## src/rtl/sha256_pkg.sv

```systemverilog
// Shared SHA-256 constants, state encoding and small-sigma helpers
// used by the message schedule and its next-word datapath.
package sha256_pkg;

    localparam int SHA256_ROUNDS = 64;
    localparam int WORD_W        = 32;

    typedef enum logic {
        LOAD = 1'b0,
        EMIT = 1'b1
    } state_e;

    function automatic logic [WORD_W-1:0] sigma0(
        input logic [WORD_W-1:0] x
    );
        return {x[6:0], x[31:7]}
             ^ {x[17:0], x[31:18]}
             ^ {3'b000, x[31:3]};
    endfunction

    function automatic logic [WORD_W-1:0] sigma1(
        input logic [WORD_W-1:0] x
    );
        return {x[16:0], x[31:17]}
             ^ {x[18:0], x[31:19]}
             ^ {10'b0, x[31:10]};
    endfunction

endpackage

```

## src/rtl/sha256_w_next.sv

```systemverilog
// Combinational next schedule word from the four window taps:
// W[t+16] = s1(W[t+14]) + W[t+9] + s0(W[t+1]) + W[t], modulo 2^32.
module sha256_w_next
    import sha256_pkg::*;
(
    input  logic [WORD_W-1:0] w14_i,
    input  logic [WORD_W-1:0] w9_i,
    input  logic [WORD_W-1:0] w1_i,
    input  logic [WORD_W-1:0] w0_i,
    output logic [WORD_W-1:0] wnext_o
);

    assign wnext_o = sigma1(w14_i) + w9_i + sigma0(w1_i) + w0_i;

endmodule

```

## src/rtl/sha256_msg_schedule.sv

```systemverilog
// SHA-256 message schedule: loads 16 message words serially, then streams
// W[0..ROUNDS-1] from a 16-word sliding window with a valid/ready handshake.
module sha256_msg_schedule
    import sha256_pkg::*;
#(
    parameter int ROUNDS = SHA256_ROUNDS,
    parameter int IDX_W  = 6
) (
    input  logic              clk,
    input  logic              reset,
    input  logic              m_valid,
    output logic              m_ready,
    input  logic [WORD_W-1:0] m_word,
    output logic              w_valid,
    input  logic              w_ready,
    output logic [WORD_W-1:0] w_data,
    output logic [IDX_W-1:0]  w_idx,
    output logic              busy,
    output logic              done
);

    localparam logic [IDX_W-1:0] T_LAST = IDX_W'(ROUNDS - 1);

    state_e                        state_q, state_d;
    logic [3:0]                    load_cnt_q, load_cnt_d;
    logic [IDX_W-1:0]              t_q, t_d;
    logic [15:0][WORD_W-1:0]       win_q, win_d;
    logic                          done_q, done_d;
    logic                          busy_q, busy_d;
    logic [WORD_W-1:0]             wnext;

    sha256_w_next u_w_next (
        .w14_i   (win_q[14]),
        .w9_i    (win_q[9]),
        .w1_i    (win_q[1]),
        .w0_i    (win_q[0]),
        .wnext_o (wnext)
    );

    always_comb begin
        state_d    = state_q;
        load_cnt_d = load_cnt_q;
        t_d        = t_q;
        win_d      = win_q;
        busy_d     = busy_q;
        done_d     = 1'b0;
        unique case (state_q)
            LOAD: begin
                if (m_valid) begin
                    win_d      = {m_word, win_q[15:1]};
                    load_cnt_d = load_cnt_q + 4'd1;
                    busy_d     = 1'b1;
                    if (load_cnt_q == 4'd15) begin
                        state_d    = EMIT;
                        load_cnt_d = 4'd0;
                        t_d        = '0;
                    end
                end
            end
            EMIT: begin
                if (w_ready) begin
                    // Tail-end wnext values are shifted in but never reach win[0].
                    win_d = {wnext, win_q[15:1]};
                    t_d   = t_q + IDX_W'(1);
                    if (t_q == T_LAST) begin
                        state_d    = LOAD;
                        load_cnt_d = 4'd0;
                        t_d        = '0;
                        done_d     = 1'b1;
                        busy_d     = 1'b0;
                    end
                end
            end
        endcase
    end

    always_ff @(posedge clk) begin
        if (reset) begin
            state_q    <= LOAD;
            load_cnt_q <= 4'd0;
            t_q        <= '0;
            win_q      <= '0;
            done_q     <= 1'b0;
            busy_q     <= 1'b0;
        end else begin
            state_q    <= state_d;
            load_cnt_q <= load_cnt_d;
            t_q        <= t_d;
            win_q      <= win_d;
            done_q     <= done_d;
            busy_q     <= busy_d;
        end
    end

    assign m_ready = (state_q == LOAD);
    assign w_valid = (state_q == EMIT);
    assign w_data  = w_valid ? win_q[0] : '0;
    assign w_idx   = t_q;
    assign busy    = busy_q;
    assign done    = done_q;

endmodule

```

## config.mk

```make
export PLATFORM = sky130hd
export DESIGN_NAME = sha256_msg_schedule
export DESIGN_NICKNAME = d
export VERILOG_FILES = /design/src/rtl/sha256_pkg.sv /design/src/rtl/sha256_w_next.sv /design/src/rtl/sha256_msg_schedule.sv
export SDC_FILE = /design/constraint.sdc
export NUM_CORES = 1
export LEC_CHECK = 0
export CAP_MARGIN = 20
export CORE_ASPECT_RATIO = 1.75
export CORE_UTILIZATION = 58
export CTS_CLUSTER_DIAMETER = 100
export DETAILED_ROUTE_END_ITERATION = 10
export PLACE_DENSITY_LB_ADDON = 0.25
export SYNTH_ARGS = -nofsm -noshare
export SYNTH_HDL_FRONTEND = slang
export SYNTH_SLANG_ARGS = --single-unit
export TNS_END_PERCENT = 50
```

## constraint.sdc

```tcl
create_clock -name clk -period 5.6 [get_ports clk]
set_input_delay 1.68 -clock clk [delete_from_list [all_inputs] [get_ports clk]]
set_output_delay 1.68 -clock clk [all_outputs]
set_load 0.005 [all_outputs]
```

-- Yosys cells after proc, flatten, opt, wreduce, memory -nomap -nowiden
Index checks and enable logic that the tools add are counted.
- register bits after elaboration: 525
- input bits: 36
- word-level logic and storage cells: 66
- add/sub/neg operators: 5
- equal/unequal tests: 6
- mux-type cells: 24
- bitwise logic cells: 6
- reduce and logical (&&, ||, !) cells: 4
- operators with widths (cell ; number):
    $mux W512 ; 2
    $pmux W512 S2 ; 1
    $add A32 B32 Y32 ; 3
    $xor A32 B32 Y32 ; 2
    $mux W32 ; 1
    $xor A32 B22 Y32 ; 1
    $xor A32 B29 Y32 ; 1
    $mux W6 ; 4
    $mux W4 ; 4
    $pmux W6 S2 ; 1
    $mux W1 ; 8
    $pmux W4 S2 ; 1
    $add A6 B1 Y6 const B ; 1
    $eq A6 B6 Y1 const B ; 1
    $reduce_and A3 Y1 ; 2
    $add A4 B1 Y4 const B ; 1
    $eq A4 B4 Y1 const B ; 1
    $ne A2 B1 Y1 const B ; 2
    $ne A2 B2 Y1 const B ; 2
    $pmux W1 S2 ; 2
    $reduce_or A3 Y1 ; 1
    $not A1 Y1 ; 2
    $reduce_and A2 Y1 ; 1

-- Logic depth before layout (Yosys ltp)
- depth after elaboration: 7
- mapped depth: 17
- depth with buffers taken out: 16

-- Modules after synthesis
A second synthesis with hierarchy kept.
- cell total of the unflattened synthesis: 2848
- area total of the unflattened synthesis: 23043.4 sq um
- modules (own cells, without submodules) (module ; times used ; cells an instance ; area an instance (sq um) ; sequential area each (sq um)):
    sha256_msg_schedule ; 1 ; 2331 ; 18682.9 ; 10510.1
    sha256_w_next ; 1 ; 517 ; 4360.4 ; 0.0

-- Worst setup path after synthesis
OpenSTA, ideal clock, no wires.
- kind: reg-to-reg
- start point: reg win_q[471] in the netlist's numbering
- end point: reg win_q[504] in the netlist's numbering
- data arrival time: 3.980 ns
- data required time: 5.505 ns
- setup slack: 1.524 ns
- stages on the path, launching flop included: 17
- path buffers: 2
- clock period less this slack: 4.076 ns
- cells stage by stage: dfxtp_1 > clkbuf_1 > xnor2_1 > xnor2_1 > fa_1 > inv_1 > fa_1 > inv_1 > ha_1 > buf_6 > a21o_1 > a31o_2 > or4_1 > or3b_1 > o21ai_0 > xor2_1 > a221oi_1
- cells in the longest elaborated chain, start to end: 7
- ends and longest elaborated chain (what ; RTL line ; text):
    start, declared ; sha256_msg_schedule.sv:27 ; logic [15:0][WORD_W-1:0] win_q, win_d;
    start signal, assigned ; sha256_msg_schedule.sv:89 ; win_q <= win_d;
    $xor A32 B32 Y32 ; sha256_pkg.sv:25 ; ^ {x[18:0], x[31:19]}
    $xor A32 B22 Y32 * ; sha256_pkg.sv:26 ; ^ {10'b0, x[31:10]};
    $add A32 B32 Y32 * (3 in series) ; sha256_w_next.sv:13 ; assign wnext_o = sigma1(w14_i) + w9_i + sigma0(w1_i) + w0_i;
    $mux W512 * ; sha256_msg_schedule.sv:61 ; if (w_ready) begin
    $pmux W512 S2 * ; sha256_msg_schedule.sv:47 ; unique case (state_q)
Every way passes the cells marked *; elsewhere a longest branch is shown, timed or not. The select of a mux whose other input is x is not followed.
A chain may end at the register's enable or synchronous reset.

-- Worst setup path in the final report
- start point: reg win_q[62] in the netlist's numbering
- end point: reg win_q[504] in the netlist's numbering
- cells in the longest elaborated chain, start to end: 6
- ends and longest elaborated chain (what ; RTL line ; text):
    $xor A32 B32 Y32 ; sha256_pkg.sv:17 ; ^ {x[17:0], x[31:18]}
    $xor A32 B29 Y32 ; sha256_pkg.sv:18 ; ^ {3'b000, x[31:3]};
    $add A32 B32 Y32 (2 in series) ; sha256_w_next.sv:13 ;
    $mux W512 ; sha256_msg_schedule.sv:61 ;
    $pmux W512 S2 ; sha256_msg_schedule.sv:47 ;
Every way passes these cells. The select of a mux whose other input is x is not followed.

==> metrics.yaml <==
status: "complete, no violations"
syn_to_final_growth_pct: 10.4
maxCapViolations: 0
maxSlewHeadroom: 0.254
io_pins: 78
min_to: "win_q[144]"
synth.net_count: 3115
crit_path_cell_trace: "xnor2_1 -> xnor2_1 -> fa_1 -> inv_1 -> fa_1 -> inv_1 -> ha_1 -> a21oi_1 -> o21ai_0 -> or4_1 -> or3b_1 -> o21ai_0 -> xor2_1 -> a221oi_1"
gr-usage-met2: 0.539
finalHoldViolCount: 0
ys_seq_area_frac: 0.452
dieHeight_um: 267
clk_pin_slew_worst_paths_ns: 0.06
cts_tree: "yes"
slew_violations: 0
grt_max_degree: 216
p_leak_nw: 8.98
r2r_cells: 14
ctsResizeCount: 0
fp.dieW_um: 153
hp-class: "reg -> reg"
gp_congestion: 1.01
synth.distinct_cells: 62
crit_slowest_cell: "dfxtp_1"
place_worst_setup_slack_ns: 1.17
yosysWarnings: 0
cts_setup_buffers: 0
r2r_setup_slack_ns: 0.93
setup_tns_ns: 0
die-area_um2: 40900
path_buf_inv: 2
worstHoldStart: "win_q[144]"
synthTopCellsByCount: "1014 x nand2_1, 537 x a21oi_1, 525 x dfxtp_1"
coreArea_um2: 39400
r2r_start: "win_q[62]"
start_util: 0.590
root_buffer: "clkbuf_16"
required_ns: 6.07
syn_avg_cell_area_um2: 7.79
ant_nets: 0
path_delay_family: "adder cells"
min_period_ns: 4.67
hpwl_mm: 45.9
fmax_mhz: 214
grt_util_met1: 0.375
drt_first_iter_violations: 1537
yosysTopAreaCellShare: 0.452
synth-edff-count: 0
cts.htree.levels: 2
async_flop_share: 0
rsz0062_at_grt: "no"
clkLatencyLatePin_ns: 0.58
rows: 96
antenna_found_initial: 0
synth_cells: 2984
cts_made_buffers: 47
io_buffer_count: 77
grt_pass1_wl_mm: 101
route.detailed.drc: 0
path_max_fanout: 9
slowest_delay_ns: 0.61
cp_data_arrival_time_ns: 5.14
ir_drop_uv: 262
cts_sinks: 525
viasPerCell: 5.62
drive_above_1_share: 0.0419
clockBufferDepth: 3
busiest_layer: "met2"
synth_top_area_cell: "dfxtp_1"
cts-hold-fix-buffers: 0
skew_ns: 0.00968
post-route-period-util: 0.833
yosys_register_bits: 525
drtPass1Iterations: 7
insertedDiodeCount: 0
num_vias: 19200
wirelength_mm: 65.5
grt.overflow.total: 0
grt.total_usage: 0.319
grt_util_met3: 0.0489
whs_path_depth: 2
ys.flop_type: "dfxtp_1"
finalSetupViolations: 0
criticalPathCategory: "reg -> reg"
worst_slew_pin_slew_ns: 1.12
netlist_area_um2: 23300
grt_pass1_vias: 18300
yosys.cell_count.top_type: "nand2_1"
r2r-end: "win_q[504]"
synth_area_leaders: "dfxtp_1 45%, nand2_1 16%, a21oi_1 12%"
wl_per_cell_um: 19.1
fin_ws_ns: 0.934
p_per_area_nw_per_um2: 297
finalNetCount: 3034
worst_setup_path_start_kind: "register"
crit_path_end_kind: "register"
==> power breakdown <==
group          internal [mW]  total, mW  switching, mW
clock network           1.89       3.35           1.46
registers               3.76       3.80         0.0321
logic                  0.139      0.467          0.327
==> layout by cell type, fill, tap and decap left out, types with 9 or more instances in the layout <==
cell,count
xnor2_1,119
a22oi_1,11
o21ai_0,22
buf_12,14
clkbuf_1,11
nor2_1,47
clkdlybuf4s50_1,76
inv_1,149
o22ai_1,9
nor3_1,13
clkbuf_16,47
a21o_1,12
nand2_1,1013
buf_4,24
a211oi_1,14
and2_1,31
xor2_1,27
nand3_1,12
dfxtp_1,525
ha_1,33
a21oi_1,537
fa_1,62
==> through the flow <==
| stage | power, mW | hold slack [ns] | area (µm²) | std cells | utilization |
|---|---|---|---|---|---|
| after floorplan | 4.19 | 0.432 | 23300 | 2984 | - |
| after CTS | 7.67 | 0.452 | 25700 | 3427 | 0.652 |
| after global placement | 4.34 | 0.438 | 24100 | 3344 | 0.611 |
| final | 7.61 | 0.450 | 25700 | 3427 | 0.652 |
| after global routing | 7.86 | 0.462 | 25700 | 3427 | 0.652 |
| after detailed placement | 4.34 | 0.444 | 24100 | 3344 | 0.611 |
==> tightest hold or removal path: cells and delay by family, from the launching register on <==
kind / cells / cell delay [ns]
AO/OA/AOI/OAI: 1 / 0.05
flip-flops: 1 / 0.31
AND/OR/NAND/NOR: 1 / 0.05
==> cell families after synthesis <==
group                    share of synthesized area
AO/OA/AOI/OAI                                0.154
adder cells (fa/ha/maj)                     0.0711
multiplexers                               0.00301
buffers and inverters                       0.0687
XOR/XNOR                                    0.0550
flip-flops                                   0.452
AND/OR/NAND/NOR                              0.197
==> worst max-delay path by stage <==
stage          startpoint          to  cells past startpoint  slack [ns]
2_1_floorplan  win_q[471]  win_q[504]                     16        1.52
3_3_place_gp   win_q[479]  win_q[507]                     14        1.11
3_5_place_dp   win_q[479]  win_q[507]                     14        1.17
4_1_cts           w_valid   w_data[0]                      3        0.93
5_1_grt        win_q[479]  win_q[507]                     14        0.64
6_report        win_q[62]  win_q[504]                     14        0.93
==> per-layer routing <==
layer	wire, µm	vias to the layer above
li1	-	9364
met1	25400	9156
met2	31900	553
met3	3510	175
met4	4650	0
met5	0	-
==> registers in the layout (all words and copies together) (netlist names) <==
register,count
busy,1
done,1
load_cnt_q,4
w_idx,6
w_valid,1
win_q,512
==> final cells by class <==
class	instances	area, µm²
Fill cell	3371	13700
Multi-Input combinational cell	2065	11200
Sequential cell	525	10500
Clock buffer	65	1310
Timing Repair Buffer	115	1240
Tap cell	490	613
Inverter	149	559
Clock inverter	18	280
Power figures use the tool's default switching activity.
